`config.mk`:
```
export PLATFORM = sky130hd
export DESIGN_NAME = module_restoring_divider
export DESIGN_NICKNAME = d
export VERILOG_FILES = /design/src/rtl/module_restoring_divider.sv
export SDC_FILE = /design/constraint.sdc
export NUM_CORES = 1
export LEC_CHECK = 0
export ABC_AREA = 1
export CELL_PAD_IN_SITES_DETAIL_PLACEMENT = 2
export CELL_PAD_IN_SITES_GLOBAL_PLACEMENT = 2
export CORE_MARGIN = 3
export CORE_UTILIZATION = 32
export CTS_CLUSTER_DIAMETER = 200
export DETAILED_ROUTE_END_ITERATION = 12
export PLACE_DENSITY_LB_ADDON = 0.1
export SLEW_MARGIN = 20
export SYNTH_ARGS = -nofsm -noshare
export SYNTH_HDL_FRONTEND = slang
export SYNTH_SLANG_ARGS = --single-unit
export TNS_END_PERCENT = 30
```
`constraint.sdc`:
```
create_clock -name clk_i -period 7.3 [get_ports clk_i]
set_clock_uncertainty 0.15 [all_clocks]
set_input_delay 2.19 -clock clk_i [delete_from_list [all_inputs] [get_ports clk_i]]
set_output_delay 2.19 -clock clk_i [all_outputs]
set_load 0.1 [all_outputs]
```
`src/rtl/module_restoring_divider.sv`:
```
// Sequential unsigned restoring divider, one quotient bit per clock.
// Optional macro DIVIDER_ZERO_CHECK_EN: detect divisor 0 at start and finish in one cycle.
module module_restoring_divider #(
    parameter int DIV_WIDTH = 8
) (
    input  logic                 clk_i,
    input  logic                 rst_n_i,
    input  logic                 start_i,
    input  logic [DIV_WIDTH-1:0] dividend_i,
    input  logic [DIV_WIDTH-1:0] divisor_i,
    output logic                 busy_o,
    output logic                 done_o,
    output logic [DIV_WIDTH-1:0] quotient_o,
    output logic [DIV_WIDTH-1:0] remainder_o,
    output logic                 div_by_zero_o
);

    localparam int CW = $clog2(DIV_WIDTH + 1);

    typedef enum logic [1:0] {
        ST_IDLE = 2'd0,
        ST_RUN  = 2'd1,
        ST_DONE = 2'd2
    } state_t;

    state_t               state_q, state_d;
    logic [DIV_WIDTH-1:0] divisor_q, divisor_d;
    logic [DIV_WIDTH-1:0] q_q, q_d;
    logic [DIV_WIDTH:0]   r_q, r_d;
    logic [CW-1:0]        cnt_q, cnt_d;
    logic [DIV_WIDTH-1:0] quot_q, quot_d;
    logic [DIV_WIDTH-1:0] rem_q, rem_d;
    logic                 busy_q, busy_d;
    logic                 done_q, done_d;
    logic                 dbz_q, dbz_d;

    logic [DIV_WIDTH:0]   r_shift_s;
    logic [DIV_WIDTH:0]   trial_s;
    logic                 borrow_s;
    logic [DIV_WIDTH:0]   r_next_s;
    logic [DIV_WIDTH-1:0] q_next_s;

    // Carry look-ahead adder: generate/propagate form, used here as a subtractor.
    function automatic logic [DIV_WIDTH:0] cla_add(
        input logic [DIV_WIDTH:0] a,
        input logic [DIV_WIDTH:0] b,
        input logic               cin
    );
        logic [DIV_WIDTH:0] g;
        logic [DIV_WIDTH:0] p;
        logic [DIV_WIDTH:0] c;
        g    = a & b;
        p    = a ^ b;
        c[0] = cin;
        for (int i = 0; i < DIV_WIDTH; i++) begin
            c[i+1] = g[i] | (p[i] & c[i]);
        end
        return p ^ c;
    endfunction

    // Trial subtraction of the divisor from the shifted partial remainder.
    always_comb begin
        r_shift_s = {r_q[DIV_WIDTH-1:0], q_q[DIV_WIDTH-1]};
        trial_s   = cla_add(r_shift_s, ~{1'b0, divisor_q}, 1'b1);
        borrow_s  = trial_s[DIV_WIDTH];
        if (borrow_s) begin
            r_next_s = r_shift_s;
        end else begin
            r_next_s = trial_s;
        end
        q_next_s = {q_q[DIV_WIDTH-2:0], ~borrow_s};
    end

    // Next-state and datapath control.
    always_comb begin
        state_d   = state_q;
        divisor_d = divisor_q;
        q_d       = q_q;
        r_d       = r_q;
        cnt_d     = cnt_q;
        quot_d    = quot_q;
        rem_d     = rem_q;
        dbz_d     = dbz_q;
        case (state_q)
            ST_IDLE, ST_DONE: begin
                if (start_i) begin
                    divisor_d = divisor_i;
                    q_d       = dividend_i;
                    r_d       = {(DIV_WIDTH+1){1'b0}};
                    cnt_d     = {CW{1'b0}};
                    dbz_d     = 1'b0;
`ifdef DIVIDER_ZERO_CHECK_EN
                    if (divisor_i == {DIV_WIDTH{1'b0}}) begin
                        quot_d  = {DIV_WIDTH{1'b1}};
                        rem_d   = dividend_i;
                        dbz_d   = 1'b1;
                        state_d = ST_DONE;
                    end else begin
                        state_d = ST_RUN;
                    end
`else
                    state_d = ST_RUN;
`endif
                end else begin
                    state_d = ST_IDLE;
                end
            end
            ST_RUN: begin
                r_d   = r_next_s;
                q_d   = q_next_s;
                cnt_d = cnt_q + {{(CW-1){1'b0}}, 1'b1};
                // Last iteration publishes results directly on the DONE entry edge.
                if (cnt_q == CW'(DIV_WIDTH - 1)) begin
                    quot_d  = q_next_s;
                    rem_d   = r_next_s[DIV_WIDTH-1:0];
                    state_d = ST_DONE;
                end else begin
                    state_d = ST_RUN;
                end
            end
            default: begin
                state_d = ST_IDLE;
            end
        endcase
        busy_d = (state_d == ST_RUN);
        done_d = (state_d == ST_DONE);
    end

    // State and output registers with synchronous active-low reset.
    always_ff @(posedge clk_i) begin
        if (!rst_n_i) begin
            state_q   <= ST_IDLE;
            divisor_q <= {DIV_WIDTH{1'b0}};
            q_q       <= {DIV_WIDTH{1'b0}};
            r_q       <= {(DIV_WIDTH+1){1'b0}};
            cnt_q     <= {CW{1'b0}};
            quot_q    <= {DIV_WIDTH{1'b0}};
            rem_q     <= {DIV_WIDTH{1'b0}};
            busy_q    <= 1'b0;
            done_q    <= 1'b0;
            dbz_q     <= 1'b0;
        end else begin
            state_q   <= state_d;
            divisor_q <= divisor_d;
            q_q       <= q_d;
            r_q       <= r_d;
            cnt_q     <= cnt_d;
            quot_q    <= quot_d;
            rem_q     <= rem_d;
            busy_q    <= busy_d;
            done_q    <= done_d;
            dbz_q     <= dbz_d;
        end
    end

    assign busy_o      = busy_q;
    assign done_o      = done_q;
    assign quotient_o  = quot_q;
    assign remainder_o = rem_q;
`ifdef DIVIDER_ZERO_CHECK_EN
    assign div_by_zero_o = dbz_q;
`else
    assign div_by_zero_o = 1'b0 & dbz_q;
`endif

endmodule

```
==> impl_metrics.toml <==
[logic_synthesis]
syn-instance-count = 275
synth_warnings = 0
synth-seq-cells = 48
mappedNetlistNets = 303
ys_dominant_reg_cell = "sky130_fd_sc_hd__dfxtp_1"
syn_area_um2 = 2170
sequential_share_of_the_synthesized_area = 0.442
synth-edff-count = 0
asyncSetResetFlopFracSynth = 0
postSynthAreaPerCell_um2 = 7.90
synth_cell_types = 25

[cells_and_area]
most_common_library_cell_in_the_layout_ignoring_fill_and_taps = "sky130_fd_sc_hd__dfxtp_1"
number_of_antenna_cells_inserted = 0
post-route-util = 0.413
final_cell_area_um2 = 2670
seq_area_um2 = 961
fin_nets = 337
layout.filler_cells = 764
multi_input_comb_area_um2 = 1010
syn2layout_area_growth_pct = 22.9
layout_cell_share_with_drive_strength_beyond_1 = 0.0617
final-instance-count-excl-fill = 385
layout.cells.most_common_list = "sky130_fd_sc_hd__dfxtp_1 (48), sky130_fd_sc_hd__nand2_1 (38), sky130_fd_sc_hd__clkdlybuf4s50_1 (36)"

[cts]
cts_buffers = 5
worst_setup_hold_path_clk_slew_ns = 0.09
clock_latency_ns = 0.30
cts_htree_levels = 2
tritoncts_clock_tree = "built"
clock_sinks = 48
post_cts_hold_buffer_count = 0
cts.path.max_buffers = 2
root_buffer = "sky130_fd_sc_hd__clkbuf_8"
cts-resized-gates = 0
post_cts_setup_buffers = 0

[setup_path]
reg2reg_slack_ns = 3.18
crit_path_end = "quotient_o[0]"
worstReg2RegStart = "q_q[7]$_SDFFE_PN0P_"
critical_path_class = "flop to output port"
path_depth = 1
cp_slowest_stage_delay_ns = 1.14
critPathLaunch = "quotient_o[0]$_SDFFE_PN0P_"
worst-endpoint-arrival_ns = 1.80
crit-reg2reg-capture = "remainder_o[7]$_SDFFE_PN0P_"
critPathBufInv = 1
critPathLaunchType = "flop"
required_time_worst_endpoint_ns = 4.96
critPathMaxFanout = 2
path_delay_family = "buffers and inverters"
slowest_stage_cell_cp = "sky130_fd_sc_hd__clkdlybuf4s50_1"
crit_path_cell_trace = "clkdlybuf4s50_1"
r2r_cells = 18
type_of_destination_of_the_critical_path = "output port"

[timing]
final-hold-violation-count = 0
finalCriticalPeriod_ns = 4.14
worst_pin_slew_ns = 0.969
timing.final.crit_share = 0.567
setup_viol = 0
rsz0062_at_grt = "no"
timing.slew.headroom = 0.352
report.final.slew_viol_count = 0
fmax_ghz = 0.242
fin_tns_setup_ns = 0

[grt]
overflow = 0
antenna_found_initial = 0
grt_use_total = 0.169
grt_pass1_vias = 2004
grt_first_pass_wirelength_mm = 9.94
grt_start_max_net_pins = 31

[power]
worst_ir_drop_vdd_mv = 0.0940
power.static_leakage_uw = 0.00108
power.density_nw_per_um2 = 230

[routing]
wl_mm = 6.01
detailedRoute.firstPassIterationCount = 4
routed_via_density = 4.90
total_via_count_after_detailed_routing = 1888
drt-wirelength-per-cell_um = 15.6
drt_first_iter_violations = 78
detail_route.drc_violations = 0
ant_nets = 0

[placed_design]
gpl.final_weighted_congestion = 0.738
post-place-cells = 379
placement.io_buffers = 36
post_dp_cell_area_um2 = 2570
dp_hpwl_mm = 4.34

[flow_run]
drv.max_cap_violation_count = 0

[status]
run_status = "completed"

[floorplanning]
rows = 29
floorplan.initialDensity = 0.336
floorplan.die_area_um2 = 7810
die-width_um = 88.4
core_area_um2 = 6460
num_io_pins = 38
die_height_um = 88.4

[hold_path]
worstHoldPathType = "flop to flop"
report_power, final:
group	total, uW	internal (uW)	switching (uW)
Sequential	286	276	10.2
Clock	185	98.4	86.9
Combinational	143	49.1	93.6
per-layer routing:
layer | up-vias | part of all wire | track usage
met1 | 898 | 0.48 | 0.221
met4 | 0 | 0.015 | 0.0536
met3 | 8 | 0.034 | 0.0289
met5 | - | 0 | 0
li1 | 945 | - | -
met2 | 37 | 0.47 | 0.286
how the worst min path moves through the flow:
stage	start	endpoint	cells past startpoint
finish	quotient_o[4]$_SDFFE_PN0P_	quotient_o[4]$_SDFFE_PN0P_	2
floorplan	q_q[0]$_SDFFE_PN0P_	quotient_o[1]$_SDFFE_PN0P_	2
global route	r_q[4]$_SDFFE_PN0P_	r_q[4]$_SDFFE_PN0P_	2
global placement	r_q[4]$_SDFFE_PN0P_	r_q[4]$_SDFFE_PN0P_	2
CTS	r_q[4]$_SDFFE_PN0P_	r_q[4]$_SDFFE_PN0P_	2
detailed placement	q_q[0]$_SDFFE_PN0P_	quotient_o[1]$_SDFFE_PN0P_	2
registers in the layout, indices dropped and copies added (netlist names):
signal,count
busy_o,1
state_q,2
divisor_q,8
done_o,1
q_q,8
remainder_o,8
r_q,8
quotient_o,8
cnt_q,4
cell usage after synthesis (2+ instances only):
master | n | share of area
sky130_fd_sc_hd__nand3_1 | 29 | 0.067
sky130_fd_sc_hd__o21ai_0 | 24 | 0.055
sky130_fd_sc_hd__buf_6 | 2 | 0.010
sky130_fd_sc_hd__a21oi_1 | 27 | 0.062
sky130_fd_sc_hd__dfxtp_1 | 48 | 0.44
sky130_fd_sc_hd__buf_4 | 2 | 0.0069
sky130_fd_sc_hd__clkbuf_1 | 2 | 0.0035
sky130_fd_sc_hd__nand2_4 | 4 | 0.021
sky130_fd_sc_hd__nand3b_1 | 5 | 0.017
sky130_fd_sc_hd__a21oi_2 | 2 | 0.0081
sky130_fd_sc_hd__ha_1 | 2 | 0.012
sky130_fd_sc_hd__nand2_1 | 38 | 0.066
sky130_fd_sc_hd__inv_1 | 30 | 0.052
sky130_fd_sc_hd__nor2_1 | 35 | 0.060
sky130_fd_sc_hd__buf_2 | 4 | 0.0092
sky130_fd_sc_hd__o21ai_1 | 6 | 0.014
sky130_fd_sc_hd__fa_1 | 7 | 0.065
logic make-up (layout without fill, tap and decap cells):
kind of cell	count (synthesis)	in the layout	share of synthesized area
AND/OR/NAND/NOR	114	114	0.250
AO/OA/AOI/OAI	59	59	0.139
flip-flops	48	48	0.442
buffers and inverters	44	77	0.0904
adder cells (fa/ha/maj)	9	9	0.0760
other	1	1	0.00173
layout make-up:
| type | instances | area share |
|---|---|---|
| Sequential cell | 48 | 0.360 |
| Clock buffer | 5 | 0.0258 |
| Clock inverter | 1 | 0.0112 |
| Tap cell | 77 | 0.0361 |
| Timing Repair Buffer | 37 | 0.138 |
| Inverter | 34 | 0.0492 |
| Multi-Input combinational cell | 183 | 0.380 |
through the flow:
step                      hold WS [ns]  setup WS [ns]  power, uW
after detailed placement         0.311           3.17        435
final                            0.335           3.16        614
after CTS                        0.335           3.14        626
after global routing             0.358           2.87        657
after global placement           0.304           3.17        428
after floorplan                  0.288           3.65        390
(Power assumes the default switching activity.)
